### src/rtl/dcache_port_arbiter_pkg.sv
// Shared types and constants for the data-cache port arbiter.
package dcache_port_arbiter_pkg;

    localparam int ADDR_WIDTH       = 32;
    localparam int DATA_WIDTH       = 32;
    localparam int MASK_WIDTH       = DATA_WIDTH / 8;
    localparam int TAG_WIDTH        = 5;
    localparam int ST_BUF_N_ENTRIES = 8;
    localparam int ST_CNT_WIDTH     = $clog2(ST_BUF_N_ENTRIES + 1);
    localparam int ST_HI_WATERMARK  = 6;
    localparam int STARVE_LIMIT     = 4;

    typedef enum logic [1:0] {
        ST_IDLE,
        ST_WAIT_RESP,
        ST_MISS,
        ST_REPLAY
    } dc_arb_state_t;

    // The one request in flight; killed marks a flushed load whose result must be dropped.
    typedef struct packed {
        logic                  we;
        logic [ADDR_WIDTH-1:0] addr;
        logic [DATA_WIDTH-1:0] wdata;
        logic [MASK_WIDTH-1:0] wmask;
        logic [TAG_WIDTH-1:0]  tag;
        logic                  killed;
    } dc_hold_t;

endpackage

### src/rtl/dcache_port_arbiter_if.sv
// Load path, store-buffer head, cache port and load writeback signals of the arbiter.
// master: the arbiter itself; slave: the surrounding LSU and L1 D-cache.
interface dcache_port_arbiter_if;
    import dcache_port_arbiter_pkg::*;

    logic                    ld_req_valid;
    logic                    ld_req_ready;
    logic [ADDR_WIDTH-1:0]   ld_req_addr;
    logic [TAG_WIDTH-1:0]    ld_req_tag;

    logic                    st_req_valid;
    logic [ADDR_WIDTH-1:0]   st_req_addr;
    logic [DATA_WIDTH-1:0]   st_req_data;
    logic [MASK_WIDTH-1:0]   st_req_wmask;
    logic                    st_req_ready;
    logic [ST_CNT_WIDTH-1:0] st_buf_count;

    logic                    flush;

    logic                    dc_req_valid;
    logic                    dc_req_ready;
    logic                    dc_req_we;
    logic [ADDR_WIDTH-1:0]   dc_req_addr;
    logic [DATA_WIDTH-1:0]   dc_req_wdata;
    logic [MASK_WIDTH-1:0]   dc_req_wmask;

    logic                    dc_resp_valid;
    logic                    dc_resp_hit;
    logic [DATA_WIDTH-1:0]   dc_resp_data;
    logic                    refill_done;

    logic                    ld_resp_valid;
    logic [TAG_WIDTH-1:0]    ld_resp_tag;
    logic [DATA_WIDTH-1:0]   ld_resp_data;

    modport master (
        input  ld_req_valid, ld_req_addr, ld_req_tag,
        input  st_req_valid, st_req_addr, st_req_data, st_req_wmask, st_buf_count,
        input  flush,
        input  dc_req_ready, dc_resp_valid, dc_resp_hit, dc_resp_data, refill_done,
        output ld_req_ready, st_req_ready,
        output dc_req_valid, dc_req_we, dc_req_addr, dc_req_wdata, dc_req_wmask,
        output ld_resp_valid, ld_resp_tag, ld_resp_data
    );

    modport slave (
        output ld_req_valid, ld_req_addr, ld_req_tag,
        output st_req_valid, st_req_addr, st_req_data, st_req_wmask, st_buf_count,
        output flush,
        output dc_req_ready, dc_resp_valid, dc_resp_hit, dc_resp_data, refill_done,
        input  ld_req_ready, st_req_ready,
        input  dc_req_valid, dc_req_we, dc_req_addr, dc_req_wdata, dc_req_wmask,
        input  ld_resp_valid, ld_resp_tag, ld_resp_data
    );

endinterface

### src/rtl/dcache_port_arbiter_starve_counter.sv
// Saturating count of load grants taken while a store is waiting at the buffer head.
module ld_st_starve_counter
    import dcache_port_arbiter_pkg::*;
#(
    parameter int LIMIT = STARVE_LIMIT
) (
    input  logic clk,
    input  logic rst_aL,
    input  logic clr,
    input  logic inc,
    output logic sat
);

    localparam int W = $clog2(LIMIT + 1);

    logic [W-1:0] cnt_q;
    logic [W-1:0] cnt_d;

    assign sat = (cnt_q == W'(LIMIT));

    // Clear wins over increment; hold at the limit once reached.
    always_comb begin
        cnt_d = cnt_q;
        if (clr) begin
            cnt_d = '0;
        end else if (inc && !sat) begin
            cnt_d = cnt_q + W'(1);
        end
    end

    // Counter register.
    always_ff @(posedge clk) begin
        if (!rst_aL) begin
            cnt_q <= '0;
        end else begin
            cnt_q <= cnt_d;
        end
    end

endmodule

### src/rtl/dcache_port_arbiter.sv
// Shares the single D-cache port between LSQ loads and the store-buffer drain.
// One request is held in flight; a miss parks it until refill, then it is replayed verbatim.
module dcache_port_arbiter
    import dcache_port_arbiter_pkg::*;
(
    input  logic                  clk,
    input  logic                  rst_aL,
    dcache_port_arbiter_if.master bus
);

    dc_arb_state_t         state_q, state_d;
    dc_hold_t              hold_q, hold_d;
    logic                  ld_resp_valid_q, ld_resp_valid_d;
    logic [TAG_WIDTH-1:0]  ld_resp_tag_q, ld_resp_tag_d;
    logic [DATA_WIDTH-1:0] ld_resp_data_q, ld_resp_data_d;

    dc_hold_t req;
    logic     req_valid;
    logic     ld_elig;
    logic     st_pressure;
    logic     starve_sat;
    logic     st_win;
    logic     ld_win;
    logic     st_grant;
    logic     ld_grant;
    logic     kill_now;

    assign ld_elig     = bus.ld_req_valid & ~bus.flush;
    assign st_pressure = (bus.st_buf_count >= ST_CNT_WIDTH'(ST_HI_WATERMARK));

    ld_st_starve_counter #(
        .LIMIT (STARVE_LIMIT)
    ) u_starve (
        .clk    (clk),
        .rst_aL (rst_aL),
        .clr    (~bus.st_req_valid | st_grant),
        .inc    (ld_grant & bus.st_req_valid),
        .sat    (starve_sat)
    );

    // Arbitration, issue, response handling and miss/replay sequencing.
    always_comb begin
        state_d         = state_q;
        hold_d          = hold_q;
        ld_resp_valid_d = 1'b0;
        ld_resp_tag_d   = ld_resp_tag_q;
        ld_resp_data_d  = ld_resp_data_q;
        req             = '0;
        req_valid       = 1'b0;
        st_win          = 1'b0;
        ld_win          = 1'b0;
        st_grant        = 1'b0;
        ld_grant        = 1'b0;
        bus.ld_req_ready = 1'b0;
        bus.st_req_ready = 1'b0;
        // A flush arriving in the same cycle as the decision counts as already killed.
        kill_now        = hold_q.killed | (bus.flush & ~hold_q.we);

        unique case (state_q)
            ST_IDLE: begin
                st_win    = bus.st_req_valid & (st_pressure | starve_sat | ~ld_elig);
                ld_win    = ld_elig & ~st_win;
                req_valid = st_win | ld_win;
                req.we    = st_win;
                if (st_win) begin
                    req.addr  = bus.st_req_addr;
                    req.wdata = bus.st_req_data;
                    req.wmask = bus.st_req_wmask;
                end else if (ld_win) begin
                    req.addr = bus.ld_req_addr;
                    req.tag  = bus.ld_req_tag;
                end
                bus.ld_req_ready = ld_win & bus.dc_req_ready;
                if (req_valid && bus.dc_req_ready) begin
                    st_grant = st_win;
                    ld_grant = ld_win;
                    hold_d   = req;
                    state_d  = ST_WAIT_RESP;
                end
            end

            ST_WAIT_RESP: begin
                hold_d.killed = kill_now;
                if (bus.dc_resp_valid) begin
                    if (bus.dc_resp_hit) begin
                        if (hold_q.we) begin
                            bus.st_req_ready = 1'b1;
                        end else if (!kill_now) begin
                            ld_resp_valid_d = 1'b1;
                            ld_resp_tag_d   = hold_q.tag;
                            ld_resp_data_d  = bus.dc_resp_data;
                        end
                        state_d = ST_IDLE;
                    end else begin
                        state_d = ST_MISS;
                    end
                end
            end

            ST_MISS: begin
                hold_d.killed = kill_now;
                if (bus.refill_done) begin
                    state_d = kill_now ? ST_IDLE : ST_REPLAY;
                end
            end

            ST_REPLAY: begin
                hold_d.killed = kill_now;
                req           = hold_q;
                req_valid     = 1'b1;
                if (bus.dc_req_ready) begin
                    state_d = ST_WAIT_RESP;
                end
            end

            default: begin
                state_d = ST_IDLE;
            end
        endcase
    end

    assign bus.dc_req_valid  = req_valid;
    assign bus.dc_req_we     = req.we;
    assign bus.dc_req_addr   = req.addr;
    assign bus.dc_req_wdata  = req.wdata;
    assign bus.dc_req_wmask  = req.wmask;
    assign bus.ld_resp_valid = ld_resp_valid_q;
    assign bus.ld_resp_tag   = ld_resp_tag_q;
    assign bus.ld_resp_data  = ld_resp_data_q;

    // State, held request and load writeback registers; reset drops anything in flight.
    always_ff @(posedge clk) begin
        if (!rst_aL) begin
            state_q         <= ST_IDLE;
            hold_q          <= '0;
            ld_resp_valid_q <= 1'b0;
            ld_resp_tag_q   <= '0;
            ld_resp_data_q  <= '0;
        end else begin
            state_q         <= state_d;
            hold_q          <= hold_d;
            ld_resp_valid_q <= ld_resp_valid_d;
            ld_resp_tag_q   <= ld_resp_tag_d;
            ld_resp_data_q  <= ld_resp_data_d;
        end
    end

endmodule

### src/flat_wrapper.sv
// flat-port wrapper written by rule: the top's interface ports become plain ports
module dcache_port_arbiter_flat import dcache_port_arbiter_pkg::*;
  (clk, rst_aL, bus_ld_req_valid, bus_ld_req_addr, bus_ld_req_tag, bus_st_req_valid, bus_st_req_addr, bus_st_req_data, bus_st_req_wmask, bus_st_buf_count, bus_flush, bus_dc_req_ready, bus_dc_resp_valid, bus_dc_resp_hit, bus_dc_resp_data, bus_refill_done, bus_ld_req_ready, bus_st_req_ready, bus_dc_req_valid, bus_dc_req_we, bus_dc_req_addr, bus_dc_req_wdata, bus_dc_req_wmask, bus_ld_resp_valid, bus_ld_resp_tag, bus_ld_resp_data);
  dcache_port_arbiter_if bus_i ();
  input  logic clk;
  input  logic rst_aL;
  input wire logic [$bits(bus_i.ld_req_valid)-1:0] bus_ld_req_valid;
  input wire logic [$bits(bus_i.ld_req_addr)-1:0] bus_ld_req_addr;
  input wire logic [$bits(bus_i.ld_req_tag)-1:0] bus_ld_req_tag;
  input wire logic [$bits(bus_i.st_req_valid)-1:0] bus_st_req_valid;
  input wire logic [$bits(bus_i.st_req_addr)-1:0] bus_st_req_addr;
  input wire logic [$bits(bus_i.st_req_data)-1:0] bus_st_req_data;
  input wire logic [$bits(bus_i.st_req_wmask)-1:0] bus_st_req_wmask;
  input wire logic [$bits(bus_i.st_buf_count)-1:0] bus_st_buf_count;
  input wire logic [$bits(bus_i.flush)-1:0] bus_flush;
  input wire logic [$bits(bus_i.dc_req_ready)-1:0] bus_dc_req_ready;
  input wire logic [$bits(bus_i.dc_resp_valid)-1:0] bus_dc_resp_valid;
  input wire logic [$bits(bus_i.dc_resp_hit)-1:0] bus_dc_resp_hit;
  input wire logic [$bits(bus_i.dc_resp_data)-1:0] bus_dc_resp_data;
  input wire logic [$bits(bus_i.refill_done)-1:0] bus_refill_done;
  output wire logic [$bits(bus_i.ld_req_ready)-1:0] bus_ld_req_ready;
  output wire logic [$bits(bus_i.st_req_ready)-1:0] bus_st_req_ready;
  output wire logic [$bits(bus_i.dc_req_valid)-1:0] bus_dc_req_valid;
  output wire logic [$bits(bus_i.dc_req_we)-1:0] bus_dc_req_we;
  output wire logic [$bits(bus_i.dc_req_addr)-1:0] bus_dc_req_addr;
  output wire logic [$bits(bus_i.dc_req_wdata)-1:0] bus_dc_req_wdata;
  output wire logic [$bits(bus_i.dc_req_wmask)-1:0] bus_dc_req_wmask;
  output wire logic [$bits(bus_i.ld_resp_valid)-1:0] bus_ld_resp_valid;
  output wire logic [$bits(bus_i.ld_resp_tag)-1:0] bus_ld_resp_tag;
  output wire logic [$bits(bus_i.ld_resp_data)-1:0] bus_ld_resp_data;
  assign bus_i.ld_req_valid = bus_ld_req_valid;
  assign bus_i.ld_req_addr = bus_ld_req_addr;
  assign bus_i.ld_req_tag = bus_ld_req_tag;
  assign bus_i.st_req_valid = bus_st_req_valid;
  assign bus_i.st_req_addr = bus_st_req_addr;
  assign bus_i.st_req_data = bus_st_req_data;
  assign bus_i.st_req_wmask = bus_st_req_wmask;
  assign bus_i.st_buf_count = bus_st_buf_count;
  assign bus_i.flush = bus_flush;
  assign bus_i.dc_req_ready = bus_dc_req_ready;
  assign bus_i.dc_resp_valid = bus_dc_resp_valid;
  assign bus_i.dc_resp_hit = bus_dc_resp_hit;
  assign bus_i.dc_resp_data = bus_dc_resp_data;
  assign bus_i.refill_done = bus_refill_done;
  assign bus_ld_req_ready = bus_i.ld_req_ready;
  assign bus_st_req_ready = bus_i.st_req_ready;
  assign bus_dc_req_valid = bus_i.dc_req_valid;
  assign bus_dc_req_we = bus_i.dc_req_we;
  assign bus_dc_req_addr = bus_i.dc_req_addr;
  assign bus_dc_req_wdata = bus_i.dc_req_wdata;
  assign bus_dc_req_wmask = bus_i.dc_req_wmask;
  assign bus_ld_resp_valid = bus_i.ld_resp_valid;
  assign bus_ld_resp_tag = bus_i.ld_resp_tag;
  assign bus_ld_resp_data = bus_i.ld_resp_data;
  dcache_port_arbiter u_core (.clk(clk), .rst_aL(rst_aL), .bus(bus_i));
endmodule
### config.mk
export PLATFORM = sky130hd
export DESIGN_NAME = dcache_port_arbiter_flat
export DESIGN_NICKNAME = d
export VERILOG_FILES = /design/src/rtl/dcache_port_arbiter_pkg.sv /design/src/rtl/dcache_port_arbiter_if.sv /design/src/rtl/dcache_port_arbiter_starve_counter.sv /design/src/rtl/dcache_port_arbiter.sv /design/src/flat_wrapper.sv
export SDC_FILE = /design/constraint.sdc
export NUM_CORES = 1
export LEC_CHECK = 0
export ABC_CLOCK_PERIOD_IN_PS = 2800
export CAP_MARGIN = 25
export CORE_ASPECT_RATIO = 0.9
export CORE_MARGIN = 2
export CORE_UTILIZATION = 42
export CTS_BUF_LIST = sky130_fd_sc_hd__clkbuf_2
export DETAILED_ROUTE_END_ITERATION = 10
export GPL_TIMING_DRIVEN = 0
export PLACE_DENSITY = 0.94
export SLEW_MARGIN = 20
export SYNTH_ARGS = -nofsm -noshare
export SYNTH_HDL_FRONTEND = slang
export SYNTH_SLANG_ARGS = --single-unit
### constraint.sdc
create_clock -name clk -period 2.8 [get_ports clk]
set_input_delay 0.56 -clock clk [delete_from_list [all_inputs] [get_ports clk]]
set_output_delay 0.56 -clock clk [all_outputs]
set_load 0.005 [all_outputs]
# ---- Yosys cells after proc, flatten, opt, wreduce, memory -nomap -nowiden
# Cells that the tools add are included.
dict set report totals {
  output_inout_bits 110
  reg_bits 118
  word_cells 78
  inputBits 150
}
dict set report op_classes {
  bitwise_logic 21
  eq_ne 8
  addsub 1
  magnitude_cmp 1
  mux 26
  n_reduce_logical 10
}
# cell n
set ops {}
lappend ops {{74-bit one-hot mux with 2 select lines} 1}
lappend ops {{32-bit two-way mux} 2}
lappend ops {{36-bit two-way mux} 1}
lappend ops {{2-bit two-way mux} 6}
lappend ops {{1-bit two-way mux} 11}
lappend ops {{5-bit two-way mux} 2}
lappend ops {{1-bit inverter} 10}
lappend ops {{2-bit one-hot mux with 4 select lines} 1}
lappend ops {{1-bit AND} 6}
lappend ops {{2-bit inequality test, second input constant} 3}
lappend ops {{1-bit bitwise OR} 5}
lappend ops {{5-bit AND reduction} 1}
lappend ops {{5-bit OR reduction} 1}
lappend ops {{2-bit equality test, second input constant} 2}
lappend ops {{4-bit by 3-bit greater-or-equal comparator with 1-bit output, second input constant} 1}
lappend ops {{1-bit one-hot mux with 2 select lines} 2}
lappend ops {{4-bit AND reduction} 1}
lappend ops {{3-bit by 1-bit adder with 3-bit output, second input constant} 1}
lappend ops {{3-bit equality test, second input constant} 1}
lappend ops {{3-bit OR reduction} 1}
lappend ops {{2-bit by 1-bit equality test with 1-bit output, second input constant} 1}
lappend ops {{1-bit logical AND} 2}
lappend ops {{2-bit logical NOT} 1}
lappend ops {{2-bit by 1-bit inequality test with 1-bit output, second input constant} 1}
lappend ops {{3 further kinds} 3}

# ---- Depth between registers and ports, before layout
# Gate-level depths: netlist (run 1).
dict set report logic_depth {
  depth_word 13
  ltp_mapped 8
  mapped_depth_nobuf 6
}

# ---- Modules after synthesis
# Synthesis (run 1) repeated with hierarchy kept, for this count alone.
dict set report hier_totals {
  hier_cells 772
  area_unflattened_um2 6197.2
}
# module seq_area_each_um2 cells_per_inst n_inst area_per_inst_um2
set modules_own_cells {}
lappend modules_own_cells {dcache_port_arbiter 2302.2 754 1 6009.5}
lappend modules_own_cells {ld_st_starve_counter 60.1 18 1 187.7}

# ---- Least setup slack after synthesis (run 1)
# Ideal clock, no wire load.
dict set report synth_timing {
  kind {register to output}
  start {reg u_core.u_starve.cnt_q[0]}
  end {out bus_dc_req_addr[0]}
  arrival_ns 1.746
  required_ns 2.240
  path_slack_ns 0.494
  path_buffers 1
  path_stages_with_launch 8
  cell_sequence {dfxtp_1 inv_1 ha_1 a221o_1 and2_4 nor4_4 buf_2 a221o_1}
}
dict set report synth_via {
  elab_chain_len 9
}
# item line
set synth_lines {}
lappend synth_lines {{from (decl)} dcache_port_arbiter_starve_counter.sv:16} ;# logic [W-1:0] cnt_q;
lappend synth_lines {{from (signal assigned)} dcache_port_arbiter_starve_counter.sv:36} ;# cnt_q <= cnt_d;
lappend synth_lines {{3-bit equality test *} dcache_port_arbiter_starve_counter.sv:19} ;# assign sat = (cnt_q == W'(LIMIT));
lappend synth_lines {{1-bit bitwise OR * (2 in a row)} dcache_port_arbiter.sv:61} ;# st_win = bus.st_req_valid & (st_pressure | starve_sat | ~ld_elig);
lappend synth_lines {{1-bit AND *} dcache_port_arbiter.sv:61}
lappend synth_lines {{1-bit inverter} dcache_port_arbiter.sv:62} ;# ld_win = ld_elig & ~st_win;
lappend synth_lines {{1-bit AND} dcache_port_arbiter.sv:62}
lappend synth_lines {{32-bit two-way mux} dcache_port_arbiter.sv:69} ;# end else if (ld_win) begin
lappend synth_lines {{32-bit two-way mux *} dcache_port_arbiter.sv:65} ;# if (st_win) begin
lappend synth_lines {{74-bit one-hot mux with 2 select lines *} dcache_port_arbiter.sv:59} ;# unique case (state_q)
lappend synth_lines {{to (decl)} flat_wrapper.sv:25} ;# output wire logic [$bits(bus_i.dc_req_addr)-1:0] bus_dc_req_addr;
# Every way passes the cells marked *; elsewhere a longest branch is shown, timed or not.

# ---- Final worst setup path (run 1)
# Ends and elaborated chain as after synthesis.

==> impl_metrics.ini, run 1 <==
[grt]
grt_pass1_vias = 5973
grt_pass1_wl_um = 30300
grt_max_degree = 17
grtUsageTotal_pct = 28.0
grt-ovfl-total = 0
antenna_found_initial = 0

[placement]
place_hpwl_um = 13800
place.gp.congestion = 0.796
dp_slack_ps = -879
port_buffers = 257

[floorplan]
core_area_um2 = 12700
boundaryPins = 260
dieArea_um2 = 13900
dieHeight_um = 112
die_w_um = 124
rows = 39
start_util_pct = 42.9

[sta]
clock_skew_ps = 37.0
max_freq_mhz = 310
setup_ws_ps = -427
timing.final.max_slew_violations = 0
tightest_slew_ps = 641
fin_crit_ps = 3230
fin_setup_tns_ps = -16850
relSlewSlack_pct = 57.3
timing.hold.ws_ps = 309
finalCritPeriodShare_pct = 115
hold_viol = 0
rsz0062_at_grt = true
setup_violations = 70

[synthesis]
ys_warn_count = 0
seq_area_frac_synth_pct = 43.4
postSynthAreaPerCell_um2 = 9.03
async_flop_share_pct = 0
yosys_most_used_dff = dfxtp_1
syn-num-nets = 760
synthTopCellsByCount = dfxtp_1 (118), a22o_1 (73), nand2_1 (48)
syn-instance-count = 603
synth-edff-count = 0
yosys_register_bits = 118
yosysMostFrequentCell = dfxtp_1
synth_area_leaders = dfxtp_1 (43%), a22o_1 (12%), a221o_1 (6.1%)
synth_area_um2 = 5450
synth.top_cell.area_share_pct = 43.4
synth_top_area_cell = dfxtp_1
synth.distinct_cells = 36

[setup_path]
worstPathArrival_ps = 2670
worstSetupEndpointType = output pin
cp-start-kind = register
worstPathRequired_ps = 2240
cp_cell_sequence = inv_2, ha_4, a221o_1, and2_4, nor4_4, buf_6, buf_12, buf_8, a221o_1, buf_2
cpPeakStageDelay_ps = 420
crit_type = register to output pin
slowest_stage = a221o_1
crit_top_cell = a221o_1
crit_fanout = 5

[clock_network]
cts_buffer_depth = 2
cts_tree = yes
cts_buffers = 17
htreeDepth = 4
clk_latency_ps = 700
clkTransAtPathRegs_ps = 200
clock-sinks = 118
cts-root-buf = clkbuf_2

[power_and_ir_drop]
p_switching_uw = 1470
p_int_uw = 3170
p_per_area_nw_per_um2 = 525
power_uw = 4640
p_clk_share_pct = 27.9
vdd_drop_max_mv = 0.269
cellLeakagePower_uw = 0.00381
p_comb_share_pct = 32.0
seq_power_share_pct = 40.2
switching_share_pct = 31.7

[drt]
dr_total_vias = 6145
drt_first_pass_iters = 5
postRouteWirelength_um = 20500
drc_errors = 0
routed_via_density = 5.69
drtAntennaViolNets = 0
drt-initial-drc-count = 495
wl_per_cell_um = 19.0

[flow_run]
drv_cap = 0

[hold_path]
holdCritPathClass = input pin to register

[final_layout]
final_util_pct = 69.7
syn2layout_area_growth_pct = 62.3
antenna_cells = 0
nNetsFinal = 1060
drive_gt1_share_pct = 23.1

[outcome]
status = finished, violations left
failed_checks = setup timing
-- cells by family after synthesis --
kind of cell / synth area share, %
AO/OA/AOI/OAI: 32.9
AND/OR/NAND/NOR: 16.5
adder cells (fa/ha/maj): 1.61
multiplexers: 0.368
buffers and inverters: 5.26
flip-flops: 43.4
-- layout by cell type, fill, tap and decap left out, types with 11 or more instances in the layout --
cell             instances
a21o_1                  32
a221o_1                 33
a22o_1                  73
a22oi_2                 31
and2_1                  34
buf_2                   49
buf_4                   16
buf_6                   11
clkbuf_1                28
clkbuf_2                49
clkdlybuf4s50_1        185
dfxtp_1                114
nand2_1                 48
nand3_1                 41
nor2_1                  36
o21ai_0                 38
-- power by group through the flow --
stage / Combinational, uW / Sequential, uW / Clock [uW]
floorplan: 601 / 1870 / 0
global placement: 1330 / 1880 / 0
detailed placement: 1350 / 1880 / 0
CTS: 1420 / 1850 / 1300
global route: 1590 / 1880 / 1380
finish: 1480 / 1870 / 1290
-- worst paths after layout --
kind	cells past startpoint	to	slack, ps	start
worst max-delay path	10	bus_dc_req_addr[0]	-430	u_core.u_starve.cnt_q[0]
worst max register to register	10	u_core.hold_q[53]	350	u_core.u_starve.cnt_q[0]
worst min register to register	2	u_core.bus.ld_resp_data[5]	470	u_core.bus.ld_resp_data[5]
worst min-delay path	3	u_core.hold_q[0]	310	rst_aL
-- critical path: cells and delay by family, from the launching register on --
family	cells	cell delay, ps
compound gates	2	590
buf+inv	5	530
flops	1	370
simple gates	2	350
fa+ha+maj	1	160
-- metrics by stage --
| stage | instance area [um^2] | cells |
|---|---|---|
| 2_1_floorplan | 5450 | 603 |
| 3_3_place_gp | 8220 | 1024 |
| 3_5_place_dp | 8220 | 1024 |
| 4_1_cts | 8730 | 1072 |
| 5_1_grt | 8840 | 1080 |
| 6_report | 8840 | 1080 |
-- state kept, by name, summed over array words and instances, names as in the netlist --
| signal | flops |
|---|---|
| u_core.bus.ld_resp_valid | 1 |
| u_core.bus.ld_resp_data | 32 |
| u_core.state_q | 2 |
| u_core.bus.ld_resp_tag | 5 |
| u_core.hold_q | 75 |
| u_core.u_starve.cnt_q | 3 |
-- metal layers --
metal	track usage [%]	part of all wire [%]
met3	7.62	8.6
met4	12.4	2.8
met2	46.2	48
met1	34.0	40
met5	0	0
-- what timing repair did --
item	CTS	global route
hold buffers	0	0
pin swaps	13	20
setup endpoints to repair	71	72
resized for setup	227	116
cloned	2	3
buffers inserted	17	9
-- cell type report --
class	count	area, um^2
Buffer	54	349
Inverter	9	36.3
Sequential cell	118	2370
Clock inverter	13	181
Tap cell	164	205
Clock buffer	19	95.1
Timing Repair Buffer	284	2540
Fill cell	959	3850
Multi-Input combinational cell	419	3060
(Power assumes the default switching activity.)
==> run 2, diff against run 1 <==
Settings changed: CAP_MARGIN 25 to not set.
==> results of run 2 <==
The final DEF is identical to that of run 1; final timing and power are the same.
